===== src/rtl/axis_frame_gen_if.sv =====
// AXI-stream video channel used by the frame generator.
// Signal names match the generator's stream ports.
interface axis_frame_gen_if;
    logic        aclk_tready;
    logic        aclk_tvalid;
    logic [63:0] aclk_tdata;
    logic [3:0]  aclk_tuser;
    logic        aclk_tlast;

    modport master (
        input  aclk_tready,
        output aclk_tvalid,
        output aclk_tdata,
        output aclk_tuser,
        output aclk_tlast
    );

    modport slave (
        output aclk_tready,
        input  aclk_tvalid,
        input  aclk_tdata,
        input  aclk_tuser,
        input  aclk_tlast
    );
endinterface


===== src/rtl/axis_frame_gen.sv =====
// Test-pattern frame generator: emits x_size by y_size frames as 64-bit AXI-stream
// beats with SOF/SOL/EOL/EOF flags in tuser and optional idle gaps between lines.
module axis_frame_gen #(
    parameter int PATTERN = 0
) (
    input  logic               aclk,
    input  logic               aclk_reset_n,
    input  logic               aclk_start,
    input  logic [2:0]         aclk_color_space,
    input  logic [12:0]        aclk_x_size,
    input  logic [12:0]        aclk_y_size,
    input  logic [15:0]        aclk_line_gap,
    output logic               aclk_busy,
    output logic               aclk_frame_done,
    axis_frame_gen_if.master   m_axis
);

    typedef enum logic [1:0] {
        IDLE = 2'd0,
        DATA = 2'd1,
        GAP  = 2'd2
    } state_t;

    state_t r_state;
    state_t w_state_next;

    logic [2:0]  r_color_space;
    logic [12:0] r_x_size;
    logic [12:0] r_y_size;
    logic [15:0] r_line_gap;
    logic [15:0] r_beat;
    logic [15:0] r_line;
    logic [15:0] r_gap_cnt;
    logic [15:0] r_byte_base;
    logic        r_frame_done;

    logic        w_pw4;
    logic [15:0] w_line_bytes;
    logic [15:0] w_beats_per_line;
    logic        w_valid;
    logic        w_xfer;
    logic        w_first_beat;
    logic        w_last_beat;
    logic        w_final_line;
    logic        w_start_ok;
    logic        w_start_empty;

    // Line geometry is derived from the latched config; 8191*4 bytes still fits 16 bits.
    assign w_pw4            = (r_color_space == 3'd1) || (r_color_space == 3'd2) ||
                              (r_color_space == 3'd5);
    assign w_line_bytes     = w_pw4 ? {1'b0, r_x_size, 2'b00} : {3'b000, r_x_size};
    assign w_beats_per_line = {3'b000, w_line_bytes[15:3]} + {15'd0, |w_line_bytes[2:0]};

    assign w_valid       = (r_state == DATA);
    assign w_xfer        = w_valid && m_axis.aclk_tready;
    assign w_first_beat  = (r_beat == 16'd0);
    assign w_last_beat   = (r_beat == (w_beats_per_line - 16'd1));
    assign w_final_line  = (r_line == ({3'b000, r_y_size} - 16'd1));
    assign w_start_ok    = (r_state == IDLE) && aclk_start &&
                           (aclk_x_size != 13'd0) && (aclk_y_size != 13'd0);
    assign w_start_empty = (r_state == IDLE) && aclk_start &&
                           ((aclk_x_size == 13'd0) || (aclk_y_size == 13'd0));

    always_ff @(posedge aclk) begin
        if (!aclk_reset_n) begin
            r_state <= IDLE;
        end else begin
            r_state <= w_state_next;
        end
    end

    always_comb begin
        w_state_next = r_state;
        case (r_state)
            IDLE: begin
                if (w_start_ok) begin
                    w_state_next = DATA;
                end
            end
            DATA: begin
                if (w_xfer && w_last_beat) begin
                    if (w_final_line) begin
                        w_state_next = IDLE;
                    end else if (r_line_gap != 16'd0) begin
                        w_state_next = GAP;
                    end
                end
            end
            GAP: begin
                if (r_gap_cnt == (r_line_gap - 16'd1)) begin
                    w_state_next = DATA;
                end
            end
            default: w_state_next = IDLE;
        endcase
    end

    always_ff @(posedge aclk) begin
        if (!aclk_reset_n) begin
            r_color_space <= 3'd0;
            r_x_size      <= 13'd0;
            r_y_size      <= 13'd0;
            r_line_gap    <= 16'd0;
            r_beat        <= 16'd0;
            r_line        <= 16'd0;
            r_gap_cnt     <= 16'd0;
            r_byte_base   <= 16'd0;
            r_frame_done  <= 1'b0;
        end else begin
            r_frame_done <= 1'b0;
            case (r_state)
                IDLE: begin
                    if (w_start_ok) begin
                        r_color_space <= aclk_color_space;
                        r_x_size      <= aclk_x_size;
                        r_y_size      <= aclk_y_size;
                        r_line_gap    <= aclk_line_gap;
                        r_beat        <= 16'd0;
                        r_line        <= 16'd0;
                        r_gap_cnt     <= 16'd0;
                        r_byte_base   <= 16'd0;
                    end else if (w_start_empty) begin
                        r_frame_done <= 1'b1;
                    end
                end
                DATA: begin
                    if (w_xfer) begin
                        if (w_last_beat) begin
                            r_beat      <= 16'd0;
                            r_byte_base <= 16'd0;
                            r_gap_cnt   <= 16'd0;
                            if (w_final_line) begin
                                r_line       <= 16'd0;
                                r_frame_done <= 1'b1;
                            end else begin
                                r_line <= r_line + 16'd1;
                            end
                        end else begin
                            r_beat      <= r_beat + 16'd1;
                            r_byte_base <= r_byte_base + 16'd8;
                        end
                    end
                end
                GAP: begin
                    r_gap_cnt <= r_gap_cnt + 16'd1;
                end
                default: ;
            endcase
        end
    end

    // Byte lanes: lane gi carries line byte (base + gi); bytes beyond the line are zero.
    generate
        for (genvar gi = 0; gi < 8; gi++) begin : g_lane
            logic [15:0] w_k;
            logic [7:0]  w_pix;
            logic [7:0]  w_val;
            assign w_k   = r_byte_base + 16'(gi);
            assign w_pix = w_pw4 ? w_k[9:2] : w_k[7:0];
            assign w_val = (PATTERN == 1) ? (w_pix + r_line[7:0]) : w_pix;
            assign m_axis.aclk_tdata[gi*8 +: 8] =
                (w_valid && (w_k < w_line_bytes)) ? w_val : 8'd0;
        end
    endgenerate

    assign m_axis.aclk_tvalid   = w_valid;
    assign m_axis.aclk_tlast    = w_valid && w_last_beat;
    assign m_axis.aclk_tuser[0] = w_valid && w_first_beat && (r_line == 16'd0);
    assign m_axis.aclk_tuser[1] = w_valid && w_last_beat && w_final_line;
    assign m_axis.aclk_tuser[2] = w_valid && w_first_beat && (r_line != 16'd0);
    assign m_axis.aclk_tuser[3] = w_valid && w_last_beat && !w_final_line;

    assign aclk_busy       = (r_state != IDLE);
    assign aclk_frame_done = r_frame_done;

endmodule

===== src/flat_wrapper.sv =====
// flat-port wrapper written by rule: the top's interface ports become plain ports
module axis_frame_gen_flat 
#(
    parameter int PATTERN = 0
)
  (aclk, aclk_reset_n, aclk_start, aclk_color_space, aclk_x_size, aclk_y_size, aclk_line_gap, aclk_busy, aclk_frame_done, m_axis_aclk_tready, m_axis_aclk_tvalid, m_axis_aclk_tdata, m_axis_aclk_tuser, m_axis_aclk_tlast);
  axis_frame_gen_if m_axis_i ();
  input  logic aclk;
  input  logic aclk_reset_n;
  input  logic aclk_start;
  input  logic [2:0] aclk_color_space;
  input  logic [12:0] aclk_x_size;
  input  logic [12:0] aclk_y_size;
  input  logic [15:0] aclk_line_gap;
  output logic aclk_busy;
  output logic aclk_frame_done;
  input wire logic [$bits(m_axis_i.aclk_tready)-1:0] m_axis_aclk_tready;
  output wire logic [$bits(m_axis_i.aclk_tvalid)-1:0] m_axis_aclk_tvalid;
  output wire logic [$bits(m_axis_i.aclk_tdata)-1:0] m_axis_aclk_tdata;
  output wire logic [$bits(m_axis_i.aclk_tuser)-1:0] m_axis_aclk_tuser;
  output wire logic [$bits(m_axis_i.aclk_tlast)-1:0] m_axis_aclk_tlast;
  assign m_axis_i.aclk_tready = m_axis_aclk_tready;
  assign m_axis_aclk_tvalid = m_axis_i.aclk_tvalid;
  assign m_axis_aclk_tdata = m_axis_i.aclk_tdata;
  assign m_axis_aclk_tuser = m_axis_i.aclk_tuser;
  assign m_axis_aclk_tlast = m_axis_i.aclk_tlast;
  axis_frame_gen #(.PATTERN(PATTERN)) u_core (.aclk(aclk), .aclk_reset_n(aclk_reset_n), .aclk_start(aclk_start), .aclk_color_space(aclk_color_space), .aclk_x_size(aclk_x_size), .aclk_y_size(aclk_y_size), .aclk_line_gap(aclk_line_gap), .aclk_busy(aclk_busy), .aclk_frame_done(aclk_frame_done), .m_axis(m_axis_i));
endmodule

===== config.mk =====
export PLATFORM = sky130hd
export DESIGN_NAME = axis_frame_gen_flat
export DESIGN_NICKNAME = d
export VERILOG_FILES = /design/src/rtl/axis_frame_gen_if.sv /design/src/rtl/axis_frame_gen.sv /design/src/flat_wrapper.sv
export SDC_FILE = /design/constraint.sdc
export NUM_CORES = 1
export LEC_CHECK = 0
export BUFFER_PORTS_ARGS = -buffer_cell sky130_fd_sc_hd__clkbuf_2
export CORE_ASPECT_RATIO = 1.4
export CORE_MARGIN = 1.5
export CORE_UTILIZATION = 55
export CTS_BUF_LIST = sky130_fd_sc_hd__clkbuf_8
export CTS_CLUSTER_DIAMETER = 60
export DETAILED_ROUTE_END_ITERATION = 10
export GPL_ROUTABILITY_DRIVEN = 0
export HOLD_SLACK_MARGIN = 0.06
export PLACE_DENSITY_LB_ADDON = 0.08
export SLEW_MARGIN = 20
export SYNTH_ARGS = -nofsm -noshare
export SYNTH_HDL_FRONTEND = slang
export SYNTH_SLANG_ARGS = --single-unit

===== constraint.sdc =====
create_clock -name aclk -period 5.05 [get_ports aclk]
set_input_delay 1.01 -clock aclk [delete_from_list [all_inputs] [get_ports aclk]]
set_output_delay 1.01 -clock aclk [all_outputs]
set_load 0.05 [all_outputs]

After elaboration in Yosys (flattened, before gate mapping). Index checks and enable logic that the tools add are counted.

$add $sub $neg: 15. Order comparisons: 8. Eq/ne operators: 14. Multiplexer cells: 43. Reductions and logical operators: 42.

Operators with widths (number): $mux W16 (10); $lt A16 B16 Y1 (8); $mux W8 (16); $pmux W16 S2 (3); $add A16 B1 Y16 const B (4); $add A16 B3 Y16 const B (4); $eq A16 B16 Y1 (3); $pmux W16 S3 (1); $add A16 B2 Y16 const B (2); $logic_not A16 Y1 (2); $reduce_bool A16 Y1 (2); $sub A16 B1 Y16 const B (2); $logic_not A13 Y1 (2); $reduce_bool A13 Y1 (2); $logic_and A1 B1 Y1 (20); $add A16 B4 Y16 const B (1); $mux W15 (1); $add A13 B1 Y14 (1); $sub A13 B1 Y14 const B (1); $reduce_and A4 Y1 (3); $mux W2 (5); $ne A2 B2 Y1 const B (3); $pmux W2 S3 (1); $mux W1 (5); 16 further kinds (20).

Register bits after elaboration: 112. Bits of input ports: 49. Output and inout bits: 72. Logic and storage cells: 132.

Depth between registers and ports, before layout.
Word-level depth: 11. Mapped depth: 22. Depth with buffers taken out: 18.

Worst setup path after synthesis. OpenSTA, ideal clock, no wires.

Kind: reg-to-output. From: register u_core.r_color_space[1]. To: output m_axis_aclk_tuser[1]. Arrival: 4.803 ns. Required time: 4.040 ns. Slack: -0.763 ns. Stages on the path, launching flop included: 19. Path buffers: 3. Cell sequence: dfxtp_1 or3b_1 buf_2 nand2_2 buf_1 nand2_1 nand2_1 ha_1 ha_1 clkbuf_1 a21boi_2 and3_1 and2_1 nand3_1 xor2_1 a41o_1 o211a_1 nand4_1 nor3_1.

Longest elaborated chain between the ends: 10. Elaborated cells on any way between the ends: 12. Classes of those cells: add/sub (2); eq/ne (4); mux (1); reduce/logical (5).

Ends and longest elaborated chain: start: declaration (RTL line axis_frame_gen.sv:27) `logic [2:0] r_color_space;`; start signal: assignment (RTL line axis_frame_gen.sv:114) `r_color_space <= aclk_color_space;`; $eq A3 B1 Y1 / $eq A3 B2 Y1 (equally long branches) (RTL line axis_frame_gen.sv:49) `assign w_pw4 = (r_color_space == 3'd1) || (r_color_space == 3'd2) ||`; $logic_or A1 B1 Y1 (RTL line axis_frame_gen.sv:49); $logic_or A1 B1 Y1 (*) (RTL line axis_frame_gen.sv:49); $mux W15 (*) (RTL line axis_frame_gen.sv:51) `assign w_line_bytes = w_pw4 ? {1'b0, r_x_size, 2'b00} : {3'b000, r_x_size};`; $reduce_or A3 Y1 (RTL line axis_frame_gen.sv:52) `assign w_beats_per_line = {3'b000, w_line_bytes[15:3]} + {15'd0, |w_line_bytes[2:0]};`; $add A13 B1 Y14 (*) (RTL line axis_frame_gen.sv:52); $sub A16 B1 Y16 (*) (RTL line axis_frame_gen.sv:57) `assign w_last_beat = (r_beat == (w_beats_per_line - 16'd1));`; $eq A16 B16 Y1 (*) (RTL line axis_frame_gen.sv:57); $logic_and A1 B1 Y1 (*) (2 in series) (RTL line axis_frame_gen.sv:169) `assign m_axis.aclk_tuser[1] = w_valid && w_last_beat && w_final_line;`; end: declaration (RTL line flat_wrapper.sv:20) `output wire logic [$bits(m_axis_i.aclk_tuser)-1:0] m_axis_aclk_tuser;`.

Every way passes the cells marked *; elsewhere a longest branch is shown, timed or not.

Final worst setup path. Ends and elaborated chain as after synthesis.

==> results.toml <==
[clocking]
postCtsHoldBufs = 0
cts_tree = "yes"
cts_buffer_depth = 2
insertion_delay_ps = 390
cts_num_sinks = 109
clk_pin_slew_ps = 120
numCtsBuffers = 9
root_buffer = "clkbuf_8"
cts_max_level = 3

[timing]
maxSlewViolCount = 0
slew_headroom_pct = 32.2
finalCritPeriodShare_pct = 97.5
finalHoldViolCount = 0
setup_viol = 0
fin_skew_ps = 21.2
period_minus_slack_ps = 4920
setup_slack_ps = 128
rsz0062_at_grt = "true"
max_freq_mhz = 203
worstMarginPinSlew_ps = 1010

[place]
place_ws_ps = -25.3
port_buffers = 118
dp.final_hpwl_um = 19000

[layout]
finish.utilization_pct = 65.6
n_fill_cell = 1422
antenna_cells = 0
area_delta_synth_final_pct = 17.3
final_common_cell = "nand2_1"
multi_input_area_sq_um = 6430
final_cell_mix = "149 x nand2_1, 129 x nor2_1, 106 x clkbuf_2, 106 x dfxtp_1, 93 x a21oi_1"
drive_above_1_share_pct = 21.0
seq_area_sq_um = 2190
nets = 1362

[die]
start_util_pct = 56.0
ios = 121
die_area_sq_um = 16600
die_h_um = 152
core_area_sq_um = 15500
die_w_um = 109
num_rows = 54

[global_route]
antenna_found_initial = 0
first_global_vias = 8123
grt_max_degree = 48
grt_usage_pct = 30.2
grt-ovfl-total = 0
grt_pass1_wl_um = 39400

[yosys]
ys_ff_latch = 109
synth-main-ff-cell = "dfxtp_1"
synth.distinct_cells = 95
async_reset_ff_share_pct = 0
synth_edf_count = 0
syn_avg_cell_area_sq_um = 7.39
syn_inst = 1176
ys_seq_area_share_pct = 25.1
ys_warn_count = 0
syn_area_sq_um = 8690

[routing]
routed_wl_um = 25000
drt_first_pass_iters = 5
drt-initial-drc-count = 342
vias = 8824
drc = 0
ant_nets = 0
post_drt_wl_per_cell_um = 17.0
vias_per_cell = 6.00

[setup_path]
reg2reg_slack_ps = 740
crit_type = "reg2out"
start_kind = "register"
startpoint = "u_core.r_color_space[1]"
crit_required_ps = 4040
rr_startpoint = "u_core.r_color_space[1]"
r2r_end = "u_core.r_beat[3]"
crit_path_end = "m_axis_aclk_tuser[1]"
path_max_fanout = 7
worstPathArrival_ps = 3910
worstRegToRegCells = 17
end_kind = "output port"

[pwr]
peakVddDrop_mv = 0.400
p_per_area_nw_per_um2 = 450
total_power_mw = 4.59
p_leak_nw = 4.04

[status]
outcome = "completed"

[flow_run]
maxCapViolations = 0

[worst_hold_path]
hold_path_depth = 2
hold_path_class = "reg2reg"
[where the power goes]
part	total [mW]	internal [mW]	switching (mW)
clock	0.516	0.208	0.308
combinational	2.97	1.09	1.89
sequential	1.10	0.950	0.147
total	4.59	2.25	2.34
[worst min path at each step]
stage                          end           startpoint
5_1_grt        u_core.r_y_size[11]  u_core.r_y_size[11]
4_1_cts         u_core.r_y_size[1]   u_core.r_y_size[1]
2_1_floorplan  u_core.r_x_size[11]  u_core.r_x_size[11]
3_5_place_dp    u_core.r_y_size[1]   u_core.r_y_size[1]
6_report        u_core.r_y_size[1]   u_core.r_y_size[1]
3_3_place_gp    u_core.r_y_size[1]   u_core.r_y_size[1]
[cell usage after synthesis, drive strengths merged, types with 5 or more instances]
| cell type | n | share of area, % |
|---|---|---|
| inv | 30 | 1.3 |
| a211oi | 9 | 0.98 |
| dfxtp | 109 | 25 |
| nor4 | 21 | 1.5 |
| xor2 | 40 | 4.0 |
| a21oi | 96 | 5.6 |
| nor3 | 24 | 1.4 |
| o21a | 7 | 0.60 |
| mux2i | 13 | 1.8 |
| clkbuf | 62 | 2.7 |
| a31oi | 8 | 0.82 |
| o21ai | 45 | 2.6 |
| a21o | 13 | 1.1 |
| nand2b | 12 | 0.86 |
| and4 | 6 | 0.60 |
| nand3 | 53 | 3.1 |
| a21boi | 5 | 0.47 |
| o31ai | 19 | 1.6 |
| buf | 21 | 1.3 |
| nor2b | 13 | 0.94 |
| or3 | 13 | 0.94 |
| nor2 | 139 | 6.1 |
| o211ai | 5 | 0.43 |
| a2111oi | 6 | 0.82 |
| ha | 44 | 6.3 |
| nand2 | 153 | 6.6 |
| and2 | 9 | 0.65 |
| or4 | 20 | 1.7 |
| mux2 | 5 | 0.65 |
| xnor2 | 53 | 5.3 |
| nand4 | 25 | 1.8 |
| nor3b | 6 | 0.65 |
| and3 | 21 | 1.5 |
[timing repair]
action,4_1_cts,5_1_grt
pin swaps,4,19
gates resized for setup,25,63
setup endpoints to repair,34,49
buffers inserted,2,15
[worst max-delay path: stages (launching register included)]
cell,delay [ps]
dfxtp_4,390
or3b_4,390
nand2_2,80
nand2_1,60
nand2_2,110
ha_4,160
ha_4,140
a21boi_4,270
nand4b_4,190
or3_4,430
a211oi_4,230
nand4_1,150
mux2i_1,230
nand4_1,190
buf_6,170
nor3_4,160
buf_12,170
[logic make-up after synthesis]
kind of cell,synth area share (%)
AOI/OAI and AO/OA,20.0
xor gates and xnor gates,10.1
adders and majority gates,6.33
buffers and inverters,5.34
DFF,25.1
muxes,2.43
other,0.0431
and+or+nand+nor,30.6
[state kept, by name, indices dropped and copies added, names as in the netlist]
register                cells
u_core.aclk_frame_done      1
u_core.r_beat              16
u_core.r_byte_base         13
u_core.r_color_space        3
u_core.r_gap_cnt           16
u_core.r_line              16
u_core.r_line_gap          16
u_core.r_state              2
u_core.r_x_size            13
u_core.r_y_size            13
[metrics by stage]
step                TNS [ps]  std cells  hold WS, ps  instance area (sq um)
finish                     0       1470          484                  10200
global route           -90.4       1470          507                  10200
CTS                        0       1455          486                   9840
detailed placement     -25.3       1437          472                   9530
global placement           0       1437          470                   9530
floorplan               -134       1177          444                   8750
[metal layers]
metal / vias to the layer above / GRT usage (%) / share of wire (%) / wire (um)
met5: - / 0 / 0 / 0
li1: 4368 / - / - / -
met4: 0 / 17.0 / 5.1 / 1290
met1: 4108 / 31.8 / 38 / 9560
met2: 263 / 56.5 / 53 / 13200
met3: 85 / 4.28 / 4.0 / 999
[final cells by class]
class                      instances  area share, %
timing repair buffer             164           10.0
tap                              196           2.40
clock inverter                     5          0.331
clock buffer                      11           1.48
inverter                          31           1.17
sequential                       109           21.5
multi-input combinational        954           63.1
Note: power is estimated with default switching activity, not from simulation.
